===== src/rtl/vga_fifo_refill_ctrl_if.sv =====
// rtl/vga_fifo_refill_ctrl_if.sv - SDRAM burst-read and line-FIFO write port bundle
interface vga_fifo_refill_ctrl_if #(
  parameter int ADDR_WIDTH = 24,
  parameter int DATA_WIDTH = 16,
  parameter int LEN_WIDTH  = 9
) ();
  logic                  rd_req;
  logic [ADDR_WIDTH-1:0] rd_addr;
  logic [LEN_WIDTH-1:0]  rd_len;
  logic                  rd_ack;
  logic                  rd_valid;
  logic [DATA_WIDTH-1:0] rd_data;
  logic                  fifo_half_full;
  logic                  fifo_full;
  logic                  fifo_we;
  logic [DATA_WIDTH-1:0] fifo_wdata;

  // The refill scheduler side: issues bursts, writes the FIFO
  modport master (
    output rd_req, rd_addr, rd_len, fifo_we, fifo_wdata,
    input  rd_ack, rd_valid, rd_data, fifo_half_full, fifo_full
  );

  // The SDRAM controller / FIFO side
  modport slave (
    input  rd_req, rd_addr, rd_len, fifo_we, fifo_wdata,
    output rd_ack, rd_valid, rd_data, fifo_half_full, fifo_full
  );
endinterface


===== src/rtl/vga_fifo_refill_ctrl.sv =====
// rtl/vga_fifo_refill_ctrl.sv - keeps the VGA line FIFO topped up with SDRAM bursts
module vga_fifo_refill_ctrl #(
  parameter int ADDR_WIDTH  = 24,
  parameter int DATA_WIDTH  = 16,
  parameter int LEN_WIDTH   = 9,
  parameter int BURST_LEN   = 256,
  parameter int FRAME_BASE  = 0,
  parameter int FRAME_WORDS = 307200
) (
  input  logic                   clk,
  input  logic                   rst_n,
  input  logic                   enable,
  input  logic                   frame_start,
  vga_fifo_refill_ctrl_if.master bus,
  output logic                   frame_done,
  output logic                   overflow,
  output logic                   busy
);
  localparam int OFF_WIDTH = $clog2(FRAME_WORDS + 1);
  localparam logic [OFF_WIDTH-1:0] FRAME_END = OFF_WIDTH'(FRAME_WORDS);

  typedef enum logic [2:0] {IDLE, REQ, DATA, DRAIN, DONE} state_t;

  state_t               state;
  logic [OFF_WIDTH-1:0] offset;
  logic [LEN_WIDTH-1:0] beat_cnt;
  logic [31:0]          words_left;
  logic [LEN_WIDTH-1:0] next_len;
  logic                 last_beat;
  logic                 frame_end_hit;

  // Next burst is clipped so it never runs past the end of the frame
  assign words_left    = 32'(FRAME_WORDS) - 32'(offset);
  assign next_len      = (words_left < 32'(BURST_LEN)) ? LEN_WIDTH'(words_left)
                                                       : LEN_WIDTH'(BURST_LEN);
  assign last_beat     = (beat_cnt == LEN_WIDTH'(1));
  assign frame_end_hit = ((offset + OFF_WIDTH'(1)) == FRAME_END);

  // Busy while a burst is being requested, received or drained
  assign busy = (state == REQ) || (state == DATA) || (state == DRAIN);

  // Refill scheduler: burst request, beat forwarding and frame restart handling
  always_ff @(posedge clk or negedge rst_n) begin
    if (!rst_n) begin
      state          <= IDLE;
      offset         <= '0;
      beat_cnt       <= '0;
      bus.rd_req     <= 1'b0;
      bus.rd_addr    <= '0;
      bus.rd_len     <= '0;
      bus.fifo_we    <= 1'b0;
      bus.fifo_wdata <= '0;
      frame_done     <= 1'b0;
      overflow       <= 1'b0;
    end else begin
      bus.fifo_we <= 1'b0;
      frame_done  <= 1'b0;
      case (state)
        IDLE: begin
          if (frame_start) begin
            offset <= '0;
          end else if (enable && !bus.fifo_half_full && (offset < FRAME_END)) begin
            bus.rd_addr <= ADDR_WIDTH'(32'(FRAME_BASE) + 32'(offset));
            bus.rd_len  <= next_len;
            bus.rd_req  <= 1'b1;
            state       <= REQ;
          end
        end
        REQ: begin
          if (frame_start) begin
            // An accepted burst is still owed by the SDRAM side and must be drained
            offset     <= '0;
            bus.rd_req <= 1'b0;
            if (bus.rd_ack) begin
              beat_cnt <= bus.rd_len;
              state    <= DRAIN;
            end else begin
              state <= IDLE;
            end
          end else if (bus.rd_ack) begin
            bus.rd_req <= 1'b0;
            beat_cnt   <= bus.rd_len;
            state      <= DATA;
          end
        end
        DATA: begin
          if (bus.rd_valid) begin
            bus.fifo_we    <= 1'b1;
            bus.fifo_wdata <= bus.rd_data;
            if (bus.fifo_full) overflow <= 1'b1;
            beat_cnt <= beat_cnt - LEN_WIDTH'(1);
            offset   <= offset + OFF_WIDTH'(1);
          end
          if (frame_start) begin
            offset <= '0;
            if (bus.rd_valid && last_beat) begin
              state <= IDLE;
            end else begin
              beat_cnt <= bus.rd_valid ? beat_cnt - LEN_WIDTH'(1) : beat_cnt;
              state    <= DRAIN;
            end
          end else if (bus.rd_valid && last_beat) begin
            if (frame_end_hit) begin
              frame_done <= 1'b1;
              state      <= DONE;
            end else begin
              state <= IDLE;
            end
          end
        end
        DRAIN: begin
          // Beats belong to the abandoned frame: swallow them without writing
          offset <= '0;
          if (bus.rd_valid) begin
            beat_cnt <= beat_cnt - LEN_WIDTH'(1);
            if (last_beat) state <= IDLE;
          end
        end
        DONE: begin
          if (frame_start) begin
            offset <= '0;
            state  <= IDLE;
          end
        end
        default: state <= IDLE;
      endcase
    end
  end
endmodule


===== src/flat_wrapper.sv =====
// flat-port wrapper written by rule: the top's interface ports become plain ports
module vga_fifo_refill_ctrl_flat 
#(
  parameter int ADDR_WIDTH  = 24,
  parameter int DATA_WIDTH  = 16,
  parameter int LEN_WIDTH   = 9,
  parameter int BURST_LEN   = 256,
  parameter int FRAME_BASE  = 0,
  parameter int FRAME_WORDS = 307200
)
  (clk, rst_n, enable, frame_start, frame_done, overflow, busy, bus_rd_req, bus_rd_addr, bus_rd_len, bus_fifo_we, bus_fifo_wdata, bus_rd_ack, bus_rd_valid, bus_rd_data, bus_fifo_half_full, bus_fifo_full);
  vga_fifo_refill_ctrl_if #(.ADDR_WIDTH(ADDR_WIDTH), .DATA_WIDTH(DATA_WIDTH), .LEN_WIDTH(LEN_WIDTH)) bus_i ();
  input  logic clk;
  input  logic rst_n;
  input  logic enable;
  input  logic frame_start;
  output logic frame_done;
  output logic overflow;
  output logic busy;
  output wire logic [$bits(bus_i.rd_req)-1:0] bus_rd_req;
  output wire logic [$bits(bus_i.rd_addr)-1:0] bus_rd_addr;
  output wire logic [$bits(bus_i.rd_len)-1:0] bus_rd_len;
  output wire logic [$bits(bus_i.fifo_we)-1:0] bus_fifo_we;
  output wire logic [$bits(bus_i.fifo_wdata)-1:0] bus_fifo_wdata;
  input wire logic [$bits(bus_i.rd_ack)-1:0] bus_rd_ack;
  input wire logic [$bits(bus_i.rd_valid)-1:0] bus_rd_valid;
  input wire logic [$bits(bus_i.rd_data)-1:0] bus_rd_data;
  input wire logic [$bits(bus_i.fifo_half_full)-1:0] bus_fifo_half_full;
  input wire logic [$bits(bus_i.fifo_full)-1:0] bus_fifo_full;
  assign bus_rd_req = bus_i.rd_req;
  assign bus_rd_addr = bus_i.rd_addr;
  assign bus_rd_len = bus_i.rd_len;
  assign bus_fifo_we = bus_i.fifo_we;
  assign bus_fifo_wdata = bus_i.fifo_wdata;
  assign bus_i.rd_ack = bus_rd_ack;
  assign bus_i.rd_valid = bus_rd_valid;
  assign bus_i.rd_data = bus_rd_data;
  assign bus_i.fifo_half_full = bus_fifo_half_full;
  assign bus_i.fifo_full = bus_fifo_full;
  vga_fifo_refill_ctrl #(.ADDR_WIDTH(ADDR_WIDTH), .DATA_WIDTH(DATA_WIDTH), .LEN_WIDTH(LEN_WIDTH), .BURST_LEN(BURST_LEN), .FRAME_BASE(FRAME_BASE), .FRAME_WORDS(FRAME_WORDS)) u_core (.clk(clk), .rst_n(rst_n), .enable(enable), .frame_start(frame_start), .bus(bus_i), .frame_done(frame_done), .overflow(overflow), .busy(busy));
endmodule

===== config.mk =====
export PLATFORM = sky130hd
export DESIGN_NAME = vga_fifo_refill_ctrl_flat
export DESIGN_NICKNAME = d
export VERILOG_FILES = /design/src/rtl/vga_fifo_refill_ctrl_if.sv /design/src/rtl/vga_fifo_refill_ctrl.sv /design/src/flat_wrapper.sv
export SDC_FILE = /design/constraint.sdc
export NUM_CORES = 1
export LEC_CHECK = 0
export CAP_MARGIN = 10
export CORE_MARGIN = 3
export CORE_UTILIZATION = 49
export CTS_BUF_LIST = sky130_fd_sc_hd__clkbuf_8
export DETAILED_ROUTE_END_ITERATION = 8
export PLACE_DENSITY = 0.8
export SLEW_MARGIN = 20
export SYNTH_ARGS = -nofsm -noshare
export SYNTH_HDL_FRONTEND = slang
export SYNTH_SLANG_ARGS = --single-unit

===== constraint.sdc =====
create_clock -name clk -period 2.4 [get_ports clk]
set_input_delay 0.6 -clock clk [delete_from_list [all_inputs] [get_ports clk]]
set_output_delay 0.6 -clock clk [all_outputs]
set_load 0.005 [all_outputs]

-- Word level (Yosys, flattened, before mapping)
Index checks and enable logic that the tools add are counted.
- $add $sub $neg: 3
- multiplexer cells: 32
- bitwise operators: 1
- reductions and logical operators: 19
- order comparisons: 2
- equality and inequality tests: 17
- operators with widths (kind ; number):
    two-way mux 19 bit ; 3
    one-hot mux 19 bit (3 select lines) ; 1
    < comparator 32 x 9 -> 1 bit, second input constant ; 1
    two-way mux 3 bit ; 10
    two-way mux 9 bit ; 3
    subtractor 19 x 19 -> 20 bit, first input constant ; 1
    adder 19 x 1 -> 19 bit, second input constant ; 1
    == test 19 bit, second input constant ; 1
    < comparator 19 bit, second input constant ; 1
    one-hot mux 9 bit (2 select lines) ; 1
    one-hot mux 3 bit (5 select lines) ; 1
    AND reduction 3 bit ; 4
    two-way mux 1 bit ; 10
    == test 9 x 1 -> 1 bit, second input constant ; 1
    inequality test 3 bit, second input constant ; 3
    subtractor 9 x 1 -> 9 bit, second input constant ; 1
    inequality test 2 x 1 -> 1 bit, second input constant ; 4
    inequality test 2 bit, second input constant ; 4
    AND reduction 7 bit ; 1
    == test 3 x 2 -> 1 bit, second input constant ; 2
    two-way mux 2 bit ; 2
    AND reduction 4 bit ; 1
    nonzero test 2 bit ; 2
    == test 3 x 1 -> 1 bit, second input constant ; 1
    11 further kinds ; 14
- bits of input ports: 24
- output and inout port bits: 54
- register bits: 79
- word-level logic and storage cells: 84

-- Logic depth before layout (Yosys ltp)
Gate-level depths: netlist of the first run.
- depth after elaboration: 6
- mapped depth: 9
- mapped depth without buffers: 8

-- Worst setup path before layout of the first run
OpenSTA, ideal clock, no wires.
- kind: reg2reg
- from: register u_core.offset[1]
- to: register u_core.frame_done
- setup time: 101 ps
- period minus slack after synthesis: 2313 ps
- buffers on the path: 0
- data arrival time: 2212 ps
- slack: 87 ps
- required time: 2299 ps
- stages on the path, launching flop included: 8
- path through: dfrtp_1 -> ha_1 -> nand3_4 -> nor4_2 -> mux2i_1 -> a41oi_1 -> a2111o_1 -> nor4_1
- cells in the longest elaborated chain, start to end: 6
- RTL lines (item ; RTL line ; source):
    start, declared ; vga_fifo_refill_ctrl.sv:25 ; logic [OFF_WIDTH-1:0] offset;
    start signal, assigned ; vga_fifo_refill_ctrl.sv:92 ; offset <= offset + OFF_WIDTH'(1);
    adder 19 x 1 -> 19 bit ; vga_fifo_refill_ctrl.sv:37 ; assign frame_end_hit = ((offset + OFF_WIDTH'(1)) == FRAME_END);
    == test 19 bit ; vga_fifo_refill_ctrl.sv:37 ;
    two-way mux 1 bit ; vga_fifo_refill_ctrl.sv:103 ; if (frame_end_hit) begin
    two-way mux 1 bit ; vga_fifo_refill_ctrl.sv:102 ; end else if (bus.rd_valid && last_beat) begin
    two-way mux 1 bit ; vga_fifo_refill_ctrl.sv:94 ; if (frame_start) begin
    two-way mux 1 bit ; vga_fifo_refill_ctrl.sv:58 ; case (state)
    end signal, assigned ; vga_fifo_refill_ctrl.sv:53 ; frame_done <= 1'b0;
    end signal, assigned ; vga_fifo_refill_ctrl.sv:57 ; frame_done <= 1'b0;
    end signal, assigned ; vga_fifo_refill_ctrl.sv:104 ; frame_done <= 1'b1;
    end, declared ; vga_fifo_refill_ctrl.sv:15 ; output logic frame_done,
No other way between the ends.
A chain may end at the register's enable or synchronous reset.

-- Final worst setup path of the first run
- from: register u_core.state[1]
- to: output busy
- cells in the longest elaborated chain, start to end: 3
- elaborated cells between the ends (all ways): 5
- classes of those cells: eq/ne (3); reduce/logical (2)
- RTL lines (item ; RTL line ; source):
    start, declared ; vga_fifo_refill_ctrl.sv:24 ; state_t state;
    start signal, assigned ; vga_fifo_refill_ctrl.sv:45 ; state <= IDLE;
    start signal, assigned ; vga_fifo_refill_ctrl.sv:66 ; state <= REQ;
    start signal, assigned ; vga_fifo_refill_ctrl.sv:76 ; state <= DRAIN;
    == test 3 x 1 -> 1 bit / == test 3 x 2 -> 1 bit (equally long branches) ; vga_fifo_refill_ctrl.sv:40 ; assign busy = (state == REQ) || (state == DATA) || (state == DRAIN);
    logical OR 1 bit ; vga_fifo_refill_ctrl.sv:40 ;
    logical OR 1 bit * ; vga_fifo_refill_ctrl.sv:40 ;
    end, declared ; flat_wrapper.sv:19 ; output logic busy;
Mark *: on every way between the ends. The rest lies on a longest branch, timed or not.

==> run summary, run 1 <==
The flow ran to the end, and the final reports show no timing, DRC or antenna violations. In this run, synthesis inferred 0 flip-flops with an integrated enable. The number of stages on the worst setup path came out at 3. The signal arrival time at the worst endpoint came out at 1680 ps. The sort of element at the end of the critical path is an output pin. The wire length after detailed routing came out at 10.9 mm.

For this run, the total global-route usage over all layers was measured as 0.228. The worst register-to-register path has a depth of 7. The worst setup path is of the reg2out kind. The half-perimeter wire length of the detailed placement result came out at 8.09 mm. The number of nets in the finished design is 604. For met1 alone, demand over resource in global routing was 0.295. Setup repair after global routing could not meet its margin everywhere.

The detail-routed via count per cell came out at 5.68. The die footprint came out at 0.0100 mm^2. The number of hold violations in the final report was 0.

Prior to clock tree synthesis, the placed netlist has a worst setup slack of -295 ps. The fraction of the cycle the final worst path needs is 0.951. After clock tree synthesis, the flow added hold-fix buffers numbering 0. The most critical setup path has its startpoint at u_core.state[1]. The largest buffer count on any clock path came out at 2. The number of I/O pins came out at 78. Timing would allow up to 438 MHz. The kind of cell with the highest combined delay on the critical path is flip-flops. The capturing instance or port of the critical path is busy.

The cell internal power dissipation is 3.05 mW. The starting DRC count in detailed routing came out at 284. The relative max-transition margin is 0.637. Buffers placed on the I/O ports in this run total 72. The clock network fraction of design power is 0.227. The transition at the pin with the smallest max-transition slack came out at 541 ps.

Setup slack on the critical path of the routed design comes to 117 ps. For this run, global-route usage on met2 was measured as 0.374. The CTS tree is done.

The maximum ir drop on the vdd rail came out at 0.000350 V. The worst register-to-register path begins at u_core.offset[0]. The utilization after layout is 0.677. The internal reg-to-reg setup slack came out at 120 ps. After synthesis the cells add up to 0.00435 mm^2.

The starting density of the core came out at 0.516. The total non-filler cell area in the finished layout is 0.00570 mm^2. The number of antenna violations at the first check in global routing came out at 0. The width of the die is 100 um. The placer congestion estimate came out at 0.877. The async set-reset flop share out of synthesis is 1.00. The global-route wire length before repair came out at 18.4 mm. The via count of the first global-routing pass was 3839. In the synthesized netlist, the number of instances is 475. Once placement finished, the instance area stood at 0.00543 mm^2. The number of remaining DRC errors is 0. The number of different library cells used by synthesis comes to 65. The worst setup path is launched from a flip-flop.

The via count is 3892. The sequential share of power came out at 0.396. The largest fanout on the critical path is 10. During synthesis, Yosys emitted a total of 0 warnings.

The cell row count is 33. The final critical path time including I/O delays and setup is 2280 ps. The required time of the critical path came out at 1800 ps.

The area added between synthesis and finish is 31.2%. The CTS buffer count came out at 9. The analysis attributes to net switching a power of 1.57 mW. The delay contributed by the slowest stage of the critical path is 560 ps. In the layout the commonest cells are sky130_fd_sc_hd__nand2_1 (84), sky130_fd_sc_hd__clkdlybuf4s50_1 (71), sky130_fd_sc_hd__dfrtp_1 (71). The number of buffers inserted to repair setup after CTS came out at 0. The total instance count after detailed placement came out at 669. The library cell used as clock root buffer is sky130_fd_sc_hd__clkbuf_8. Walking the worst path, the cells encountered are nor2_2 > nor2_1 > clkdlybuf4s50_1. The share of final-layout standard cells stronger than drive strength 1 is 0.197. CTS saw 79 sinks. The depth of the CTS H-tree is 3. The floorplan step set the die height to 100 um. Entering global routing, the biggest net connects 46 pins. The combinational fraction of design power came out at 0.376. The insertion delay to the later sink of the worst-skew pair is 360 ps.

The highest-delay cell along the critical path is sky130_fd_sc_hd__dfrtp_1. The synthesized area divided by synthesized cell count is 9.15 um^2. The global routing stage identified its most utilized layer as met2. The length of the first detailed-routing pass in iterations came out at 5.

For this run, the leading register cell type out of synthesis is sky130_fd_sc_hd__dfrtp_1. The leftover overflow at the end of global routing came out at 0. The count of placed standard cells in the final layout, fillers left out came out at 685. The final antenna diode count is 0. The number of maximum-capacitance violations came out at 0. The final setup violation count is 0.

Of the total power, the share spent switching nets is 0.339. Of the synthesized area, sequential elements account for 0.455. The remaining antenna violation count is 0. The total of flip-flops plus latches after synthesis came out at 79. Leaving out fill and tap cells, the most frequent cell in the layout is sky130_fd_sc_hd__nand2_1.

The endpoint identified for the worst register-to-register timing path is u_core.state[2]. After floorplanning, the core was sized to cover 0.00842 mm^2. Clock skew on the completed layout was measured at 13.2 ps.

For this run, global-route usage on met3 was measured as 0.0514. The worst hold path belongs to the class in2async. The clock-pin transition on the worst setup and hold timing paths came out at 100 ps. Together, buffers and inverters on the worst path number 1.

The final routed wire length divided by cell count is 15.9 um. The cell leakage power is 2.51 nW. The total power divided by cell area came out at 810 mW/mm^2. The number of pins exceeding their max-slew limit in the final report came out at 0.
==> cell usage after synthesis (all sizes together) (4+ instances only) <==
library cell | n | area [um^2]
inv | 12 | 45.0
nor4 | 7 | 92.6
dfrtp | 79 | 1980
nor3 | 6 | 35.0
nand4b | 6 | 52.6
or3 | 7 | 43.8
nand3 | 10 | 62.6
a21o | 5 | 37.5
nor2 | 34 | 128
o22ai | 4 | 25.0
xnor2 | 10 | 87.6
ha | 5 | 62.6
nand2 | 85 | 322
nand4 | 7 | 56.3
mux2 | 17 | 191
o31ai | 5 | 42.5
clkbuf | 19 | 75.1
and3 | 4 | 25.0
o21ai | 53 | 265
nor3b | 4 | 41.3
buf | 19 | 114
nand2b | 7 | 43.8
a21oi | 20 | 100
xor2 | 7 | 61.3
==> state kept, by name (all words and copies together) (netlist names) <==
| register | flops |
|---|---|
| u_core.bus.fifo_wdata | 16 |
| u_core.overflow | 1 |
| u_core.state | 3 |
| u_core.offset | 19 |
| u_core.bus.fifo_we | 1 |
| u_core.bus.rd_req | 1 |
| u_core.frame_done | 1 |
| u_core.bus.rd_addr | 19 |
| u_core.bus.rd_len | 9 |
| u_core.beat_cnt | 9 |
==> routing by layer <==
layer	up-vias	routed length, um
li1	1859	-
met1	1864	4610
met2	149	5330
met3	20	737
met4	0	180
met5	-	0
==> worst min path at each step <==
stage	slack, ps	cells after the start	from	endpoint
floorplan	300	0	rst_n	u_core.beat_cnt[0]
global placement	440	1	u_core.overflow	u_core.overflow
detailed placement	460	2	u_core.bus.rd_addr[9]	u_core.bus.rd_addr[9]
CTS	180	1	rst_n	u_core.bus.fifo_we
global route	190	1	rst_n	u_core.bus.fifo_we
finish	170	1	rst_n	u_core.bus.fifo_we
==> repair_timing <==
action,4_1_cts,5_1_grt
hold endpoints to repair,0,0
setup endpoints to repair,1,9
resized for setup,1,22
cloned,0,0
pin swaps,0,4
==> power groups by stage <==
stage                     sequential (mW)  clock [mW]  combinational (mW)
after CTS                            1.82        1.08                1.72
final                                1.83        1.05                1.74
after detailed placement             1.84           0                1.71
after global placement               1.83           0                1.64
after floorplan                      1.80           0               0.937
after global routing                 1.87        1.15                1.91
==> kinds of logic (layout without fill, tap and decap cells) <==
family,after synthesis,count (layout),share of synthesized area
buf+inv,50,151,0.0538
mux,20,20,0.0510
compound gates,113,113,0.159
other cells,1,5,0.000863
flops,79,79,0.455
xor+xnor,17,17,0.0343
fa+ha+maj,5,5,0.0144
simple gates,190,190,0.232
==> worst reg2reg max path: stages, from the launching register on <==
cell                      delay (ps)
sky130_fd_sc_hd__dfrtp_1         410
sky130_fd_sc_hd__buf_4           160
sky130_fd_sc_hd__nand4_2         200
sky130_fd_sc_hd__or4_1           510
sky130_fd_sc_hd__xor2_1          150
sky130_fd_sc_hd__nand2_1         100
sky130_fd_sc_hd__or4b_1          490
sky130_fd_sc_hd__o31ai_2         180
==> area by class of cell <==
class	instances	area, um^2
Multi-Input combinational cell	350	2190
Fill cell	661	2720
Clock buffer	9	124
Tap cell	105	131
Inverter	12	45.0
Sequential cell	79	1990
Timing Repair Buffer	123	1130
Clock inverter	7	87.6
==> through the flow <==
stage	setup TNS (ps)	hold WS, ps	total power [mW]
3_5_place_dp	-305	461	3.55
5_1_grt	-60.3	186	4.93
4_1_cts	0	181	4.62
2_1_floorplan	0	304	2.74
6_report	0	171	4.62
3_3_place_gp	-189	440	3.47
Note: power is estimated with default switching activity, not from simulation.
==> run 2, diff against run 1 <==
--- a/config.mk
+++ b/config.mk
@@ -5,8 +5,7 @@
 export SDC_FILE = /design/constraint.sdc
 export NUM_CORES = 1
 export LEC_CHECK = 0
-export CAP_MARGIN = 10
-export CORE_MARGIN = 3
+export CORE_MARGIN = 8
 export CORE_UTILIZATION = 49
 export CTS_BUF_LIST = sky130_fd_sc_hd__clkbuf_8
 export DETAILED_ROUTE_END_ITERATION = 8
==> run summary, run 2 (synthesis gave the netlist of run 1 again) <==
The total non-filler cell area in the finished layout came to 0.00574 mm^2 (+0.70%). The number of cells on the worst reg-to-reg path came out at 7 (unchanged). The detail-routed via count per cell was 5.67 (-0.19%). From synthesis to final layout, the design area changed by 32.1%.

The final critical path time including I/O delays and setup came to 2340 ps (+59.1 ps). The relative max-transition margin is 0.663 (+0.0265). The fraction of the cycle the final worst path needs is 0.976 (+0.0246). The number of nets in the finished design came out at 606 (+0.33%). The largest net degree at the start of global routing came out at 46 (unchanged). The wire length after detailed routing came to 11.5 mm (+6.1%).

The total power divided by cell area is 818 mW/mm^2 (+0.99%). The worst hold path belongs to the class in2async. The achievable clock frequency is 427 MHz (-2.5%).

The end of the worst register-to-register path is u_core.frame_done. The transition at the pin with the smallest max-transition slack came out at 502 ps (-39.5 ps). The floorplan core area was 0.00868 mm^2 (+3.0%). The CTS buffer count came to 9 (unchanged).

The width of the die came to 110 um (+10%). The clock-pin transition on the worst setup and hold timing paths was 90 ps (about the same). The largest registers in the layout are u_core.bus.rd_addr: 19 flops, u_core.offset: 19 flops, u_core.bus.fifo_wdata: 16 flops.

The number of I/O port buffers came out at 72 (unchanged). The startpoint identified for the worst register-to-register timing path is u_core.offset[0]. The final antenna diode count came out at 0 (unchanged). In the layout the commonest cells are sky130_fd_sc_hd__nand2_1 (84), sky130_fd_sc_hd__dfrtp_1 (73), sky130_fd_sc_hd__clkdlybuf4s50_1 (71). The global-route wire length before repair came out at 19.0 mm (+3.0%). The final worst slack is 57.5 ps (-59.1 ps). The die footprint is 0.0121 mm^2 (+21%). The area taken by flip-flops and latches came out at 0.00198 mm^2 (-0.13%). The number of remaining DRC errors is 0 (unchanged). The leftover overflow at the end of global routing came out at 0 (unchanged). The number of hold violations in the final report is 0 (unchanged). The startpoint type of the worst setup path is a flip-flop. The final setup violation count is 0 (unchanged). The total global routing track utilization came out at 0.199 (-0.0287).

The largest fanout on the critical path is 4 (-6). The most common library cell in the layout ignoring fill and taps is sky130_fd_sc_hd__nand2_1. The signal arrival time at the worst endpoint came out at 2590 ps (+910 ps). The worst slack after detailed placement is -263 ps (+31.9 ps). The placer congestion estimate is 0.927 (+5.7%). The final routed wire length divided by cell count came out at 16.7 um (+5.4%). TritonCTS built the clock tree.

The starting DRC count in detailed routing came out at 152 (-46%). The depth of the CTS H-tree came out at 3 (unchanged). The number of pins exceeding their max-slew limit in the final report came out at 0 (unchanged).

The internal reg-to-reg setup slack is 60 ps (-60 ps). The run finished with clean final reports. The count of fill cells added during filler insertion is 712 (+7.7%). The share of final-layout standard cells stronger than drive strength 1 was 0.194 (-0.00239). The length of the first detailed-routing pass in iterations came out at 5 (unchanged). The number of maximum-capacitance violations is 0 (unchanged).

The number of antenna violations at the first check in global routing came to 0 (unchanged). The vertical die dimension is 110 um (+10%). The worst clock skew came out at 8.67 ps (-4.53 ps). The via count of the first global-routing pass is 3786 (-1.4%).

The cell leakage power came out at 2.53 nW (+0.95%). The total placed instance area is 0.00545 mm^2 (+0.35%). The sort of element at the end of the critical path is a flip-flop. The remaining antenna violation count came out at 0 (unchanged).

The maximum ir drop on the vdd rail is 0.000394 V (+12%). The largest buffer count on any clock path is 2 (unchanged). The insertion delay to the later sink of the worst-skew pair is 360 ps (about the same).

The number of I/O pins is 78 (unchanged). The cell row count came out at 34 (+3.0%). The root buffer cell chosen for the clock tree is sky130_fd_sc_hd__clkbuf_8. The critical path class is reg2reg.

The total area of multi-input combinational cells came out at 0.00220 mm^2 (+0.40%). The via count was 3913 (+0.54%). The setup TNS is 0 ps (unchanged). The required time of the critical path came out at 2650 ps (+850 ps).

The starting density of the core is 0.501 (-0.0152). The half-perimeter wire length of the detailed placement result came to 8.62 mm (+6.6%). The number of sinks handled by clock tree synthesis is 79 (unchanged).
run 2: cell types whose count changed in the layout (fill, tap and decap cells not counted), moves of 2 or more:
cell,delta
sky130_fd_sc_hd__buf_4,+2
sky130_fd_sc_hd__clkinv_4,-2
sky130_fd_sc_hd__dfrtp_1,+2
sky130_fd_sc_hd__dfrtp_2,-2
sky130_fd_sc_hd__ha_1,+2
sky130_fd_sc_hd__ha_2,-2
sky130_fd_sc_hd__inv_6,+2
sky130_fd_sc_hd__inv_8,-2
sky130_fd_sc_hd__o21ai_0,+4
sky130_fd_sc_hd__o21ai_1,-4
run 2: layer usage:
layer	GRT usage	part of all wire	vias up
li1	-	-	1867
met1	0.251	0.42	1900
met2	0.322	0.49	128
met3	0.0576	0.071	18
met4	0.0637	0.016	0
met5	0	0	-
run 2: final cells by class:
| type | instances | area share |
|---|---|---|
| clock buffers | 9 | 0.0216 |
| multi-input cells | 350 | 0.384 |
| repair buffers | 125 | 0.200 |
| well taps | 108 | 0.0235 |
| clock inverters | 7 | 0.0179 |
| inverters | 12 | 0.00784 |
| flip-flops and latches | 79 | 0.346 |
run 2: worst max path at each step:
stage	from	end	slack, ps	cells past startpoint
6_report	u_core.offset[0]	u_core.frame_done	60	7
5_1_grt	u_core.offset[1]	u_core.frame_done	-80	7
2_1_floorplan	u_core.offset[1]	u_core.frame_done	90	7
3_3_place_gp	bus_rd_valid	u_core.state[2]	-190	7
3_5_place_dp	bus_rd_valid	u_core.state[2]	-260	7
4_1_cts	u_core.offset[3]	u_core.state[2]	50	7
run 2: per-stage QoR:
step	util	instances	hold slack [ps]	power, mW
2_1_floorplan	-	479	304	2.74
3_3_place_gp	0.628	674	439	3.47
3_5_place_dp	0.628	674	450	3.55
4_1_cts	0.654	690	192	4.70
5_1_grt	0.662	690	208	4.98
6_report	0.662	690	181	4.69
run 2: critical path: stages (launching register included):
cell	delay, ps
sky130_fd_sc_hd__dfrtp_1	390
sky130_fd_sc_hd__ha_1	240
sky130_fd_sc_hd__nand3_4	140
sky130_fd_sc_hd__nor4_4	350
sky130_fd_sc_hd__buf_4	170
sky130_fd_sc_hd__a41oi_1	170
sky130_fd_sc_hd__a2111o_1	480
sky130_fd_sc_hd__nor4_2	300
run 2: repair_timing:
item,CTS,global route
resized for setup,0,17
setup buffers,0,0
hold buffers,0,0
setup endpoints to repair,0,8
run 2: power breakdown:
part / leakage [nW] / total (mW) / internal (mW) / switching [mW]
combinational: 1.39 / 1.73 / 0.942 / 0.785
clock: 0.111 / 1.14 / 0.600 / 0.537
sequential: 1.02 / 1.83 / 1.60 / 0.229
==> edit 1: new RTL, settings of run 1 <==
Encoding of `state_t`: now one-hot (5 bits for 5 states).
--- a/src/rtl/vga_fifo_refill_ctrl.sv
+++ b/src/rtl/vga_fifo_refill_ctrl.sv
@@ -19,7 +19,7 @@
   localparam int OFF_WIDTH = $clog2(FRAME_WORDS + 1);
   localparam logic [OFF_WIDTH-1:0] FRAME_END = OFF_WIDTH'(FRAME_WORDS);
 
-  typedef enum logic [2:0] {IDLE, REQ, DATA, DRAIN, DONE} state_t;
+  typedef enum logic [4:0] {IDLE = 5'b00001, REQ = 5'b00010, DATA = 5'b00100, DRAIN = 5'b01000, DONE = 5'b10000} state_t;
 
   state_t               state;
   logic [OFF_WIDTH-1:0] offset;
Behaviour: no difference found for any inputs over 4 cycles, from zero or initial values and one cycle with rst_n low; so few cycles prove little.
==> edit 1 against run 1 <==
Final area up 5.6%; combinational power down 30%; routed wire length up 11%; sequential cell count up 2; worst hold slack better by 0.018 ns; clock power up 8%; total power down 15%; synthesized cell count up 7.6%; worst setup slack worse by 0.089 ns; maximum frequency down 3.7%; critical path depth up 4; critical endpoint is now u_core.bus.rd_len[7]; synthesized area up 5.9%; non-clock buffer count up 8.
==> edit 1: results (changes against run 1) <==
[worst_setup_path]
slowest_stage=or4_4
arrival_ns=2.67  ; +0.99 ns
critPathTopFamily=simple AND/OR/NAND/NOR gates
path_max_fanout=9  ; -1
cp_slowest_stage_delay_ns=0.58  ; +0.02 ns

[global_routing]
grt_max_degree=49  ; +6.5%
antenna_found_initial=0  ; unchanged
track_usage_pct=23.41  ; +0.63 points
grt_pass1_wl_um=19750  ; +7.3%
grt_pass1_vias=3988  ; +3.9%

[timing]
slew_headroom_pct=57.85  ; -5.8 points
fin_skew_ns=0.01001  ; -0.003192 ns

[power_and_ir_drop]
power_leakage_nw=2.635  ; +5.2%
peakVddDrop_mv=0.4051  ; +16%

[clock_tree]
clkTransAtPathRegs_ns=0.08  ; -0.02 ns
cts-root-buf=clkbuf_8
clock_latency_ns=0.36  ; about the same
clockBufferDepth=2  ; unchanged
cts.htree.levels=3  ; unchanged
cts_made_buffers=9  ; unchanged

[cells_and_area]
drive_gt1_share_pct=21.52  ; +1.9 points
fin_cells=726  ; +6.0%
nets=641  ; +6.1%
fill_cells=687  ; +3.9%
top_regs=u_core.bus.rd_addr (19), u_core.offset (19), u_core.bus.fifo_wdata (16)
diodes=0  ; unchanged

[detailed_routing]
routed_wl_um=12090  ; +11%
first_iter_violations=298  ; +4.9%
drt_pass1_iterations=5  ; unchanged
vias_per_cell=5.927  ; +4.3%

[run_status]
outcome=finished, final reports clean

[placement]
gp_congestion=0.9260  ; +5.6%
numPortBuffers=72  ; unchanged
place_inst=703  ; +5.1%
dp_hpwl_um=8626  ; +6.6%

[hold_path]
hp-class=in2async

[synthesis]
async_flop_share_pct=100.0  ; unchanged
netlist_instances=511  ; +7.6%
synth_flop_cell=dfrtp_1
synthTopCellsByArea=dfrtp_1 44%, nand2_1 6.0%, o21ai_0 5.2%, mux2_2 4.4%, nor2_1 3.2%
ys_warn_count=0  ; unchanged
synth_commonest_cells=80 x dfrtp_1, 73 x nand2_1, 48 x o21ai_0
synth-seq-area-share_pct=44.08  ; -1.4 points
ys_types=69  ; +6.2%

[flow_run]
maxCapViolCount=0  ; unchanged

-- edit 1: cell type report --
cell class / count / area [um^2] / share of cell area, %
timing repair buffer: 131 / 1185 / 19.68
clock inverter: 6 / 91.34 / 1.517
clock buffer: 10 / 137.6 / 2.286
sequential: 81 / 2034 / 33.79
inverter: 14 / 52.55 / 0.8728
multi-input combinational: 376 / 2385 / 39.61
tap: 108 / 135.1 / 2.244
-- edit 1: worst paths after layout --
path | startpoint | end | slack (ns) | cells past startpoint
max in group asynchronous | rst_n | u_core.offset[5] | 1.59 | 2
worst max-delay path | u_core.offset[5] | u_core.bus.rd_len[7] | 0.03 | 7
worst max register to register | u_core.offset[5] | u_core.bus.rd_len[7] | 0.03 | 7
worst min register to register | u_core.overflow | u_core.overflow | 0.47 | 1
min in group clk | u_core.overflow | u_core.overflow | 0.47 | 1
worst min-delay path | rst_n | u_core.frame_done | 0.19 | 1
-- edit 1: worst register-to-register path, stage by stage, from the launching register on --
cell,delay (ns)
dfrtp_2,0.47
or4_4,0.58
nor3_4,0.22
a31oi_1,0.12
a2111oi_2,0.37
nor4b_4,0.27
buf_6,0.16
a22o_1,0.13
-- edit 1: logic make-up after synthesis --
logic type | share of synthesized area [%]
xor gates and xnor gates | 2.285
buffers and inverters | 5.901
muxes | 5.058
other | 0.08151
DFF | 44.08
AOI/OAI and AO/OA | 17.65
adders and majority gates | 1.088
and+or+nand+nor | 23.85
-- edit 1: power breakdown --
group | switching, mW | internal [mW]
Sequential | 0.110 | 1.48
Combinational | 0.625 | 0.586
Clock | 0.511 | 0.618
-- edit 1: what timing repair did --
action	CTS	global route
pin swaps	0	1
resized for setup	5	20
endpoints found under the hold margin	0	0
setup buffers	0	7
setup endpoints to repair	1	14
-- edit 1: through the flow --
step                cell area [um^2]  hold WS, ns  worst slack, ns
floorplan                       4616       0.3044          0.06644
global placement                5665       0.4459         -0.01209
detailed placement              5665       0.4522         -0.03783
CTS                             5911       0.1949         0.001687
global route                    6021       0.2072         -0.09389
finish                          6021       0.1893          0.02802
-- edit 1: routing by layer --
layer | track usage [%] | share of wire (%) | vias up
met1 | 32.19 | 42 | 2078
met4 | 7.470 | 1.9 | 0
met5 | 0 | 0 | -
li1 | - | - | 2010
met2 | 37.59 | 50 | 190
met3 | 4.398 | 6.7 | 25
==> edit 2: new RTL, settings of run 1 <==
Made on the original files. `LEN_WIDTH` is set to 9 in 3 places; all go to 18.
--- a/src/rtl/vga_fifo_refill_ctrl_if.sv
+++ b/src/rtl/vga_fifo_refill_ctrl_if.sv
@@ -2,7 +2,7 @@
 interface vga_fifo_refill_ctrl_if #(
   parameter int ADDR_WIDTH = 24,
   parameter int DATA_WIDTH = 16,
-  parameter int LEN_WIDTH  = 9
+  parameter int LEN_WIDTH  = 18
 ) ();
   logic                  rd_req;
   logic [ADDR_WIDTH-1:0] rd_addr;
--- a/src/rtl/vga_fifo_refill_ctrl.sv
+++ b/src/rtl/vga_fifo_refill_ctrl.sv
@@ -2,7 +2,7 @@
 module vga_fifo_refill_ctrl #(
   parameter int ADDR_WIDTH  = 24,
   parameter int DATA_WIDTH  = 16,
-  parameter int LEN_WIDTH   = 9,
+  parameter int LEN_WIDTH   = 18,
   parameter int BURST_LEN   = 256,
   parameter int FRAME_BASE  = 0,
   parameter int FRAME_WORDS = 307200
--- a/src/flat_wrapper.sv
+++ b/src/flat_wrapper.sv
@@ -3,7 +3,7 @@
 #(
   parameter int ADDR_WIDTH  = 24,
   parameter int DATA_WIDTH  = 16,
-  parameter int LEN_WIDTH   = 9,
+  parameter int LEN_WIDTH   = 18,
   parameter int BURST_LEN   = 256,
   parameter int FRAME_BASE  = 0,
   parameter int FRAME_WORDS = 307200
Ports: changed (resized bus_rd_len); port bits go from 78 to 87. The function was not compared with the original's and may differ.
==> edit 2 against run 1 <==
Count of clock-buffer cells in the layout increased by 1; clock skew is 0.0028 ns lower; non-clock buffer count increased by 14; critical path depth up 4; worst setup slack lost 0.12 ns; clock power decreased by 5%; synthesized area up 18%; the run now ends with setup timing left; final area rose by 16%; routed wire length is 23% higher; sequential cell count up 18; total power increased by 8.4%; synthesized cell count up 14%; sequential power grew 20%.
==> edit 2: results (changes against run 1) <==
[detailed_routing]
routed_wl_um=13410  ; +23%
dr_wl_met3_um=787  ; +6.8%
wl_met1_um=5944  ; +29%
first_iter_violations=335  ; +18%
wl_met2_um=6449  ; +21%
wl_per_cell_um=17.13  ; +8.0%
vias_per_cell=5.939  ; +4.5%

[cells_and_area]
multiInputGateArea_um2=2569  ; +17%
top_regs=u_core.bus.rd_addr (19), u_core.offset (19)
drive_gt1_share_pct=19.23  ; -0.42 points
fill_cells=816  ; +23%

[worst_setup_path]
arrival_ns=2.71  ; +1.03 ns
rr_endpoint=u_core.bus.rd_len[6]
cp_slowest_stage_delay_ns=0.64  ; +0.08 ns
slowest_stage=or4_1
critPathKind=reg2reg
critPathTopFamily=simple AND/OR/NAND/NOR gates
r2r_start=u_core.offset[10]

[placement]
dp_hpwl_um=9389  ; +16%
numPortBuffers=81  ; +13%
place_inst=765  ; +14%
gp_congestion=0.9182  ; +4.7%
place_ws_ns=-0.1915  ; +0.1038 ns

[global_routing]
grt_pass1_wl_um=22010  ; +20%
grt_max_degree=45  ; -2.2%

[timing]
setup_slack_ns=-0.003827  ; -0.1204 ns
finalSetupTns_ns=-0.007258  ; -0.007258 ns
setup_viol=2  ; +2

[synthesis]
synth_compound_area_share_pct=19.61  ; +3.7 points
syn_avg_cell_area_um2=9.461  ; +3.4%
synth_mux_area_share_pct=6.576  ; +1.5 points
synthAdderAreaFrac_pct=1.218  ; -0.22 points
synth_xor_area_share_pct=2.046  ; -1.4 points

[power_and_ir_drop]
power_leakage_nw=2.866  ; +14%

[clock_tree]
cts_setup_buffers=1  ; +1
cts_resized=7  ; +6

[run_status]
outcome=complete, but fails checks
violations=setup timing

==> edit 2: cell types whose count changed after synthesis, moves of 6 or more <==
cell,delta
nor3_1,+16
a22o_1,+7
nand2_1,-47
a21oi_1,+11
and2_1,+10
nor4_1,+7
buf_2,-9
dfrtp_1,+18
clkbuf_1,+24
mux2_2,+13
nand4_1,+6
==> edit 2: power by group <==
part / internal [mW] / total (mW) / switching [mW]
combinational: 0.933 / 1.82 / 0.882
clock: 0.409 / 0.998 / 0.588
sequential: 1.94 / 2.19 / 0.255
total: 3.28 / 5.00 / 1.73
==> edit 2: area by class of cell <==
class	instances	area share (%)
Clock inverter	6	0.6415
Clock buffer	10	2.075
Multi-Input combinational cell	388	38.74
Timing Repair Buffer	137	18.68
Inverter	12	0.7547
Tap cell	133	2.509
Sequential cell	97	36.60
==> edit 2: routing by layer <==
layer  vias to the layer above  track usage [%]
li1                       2175                -
met1                      2282            32.14
met2                       174            37.97
met3                        19            4.955
met4                         0            8.476
met5                         -                0
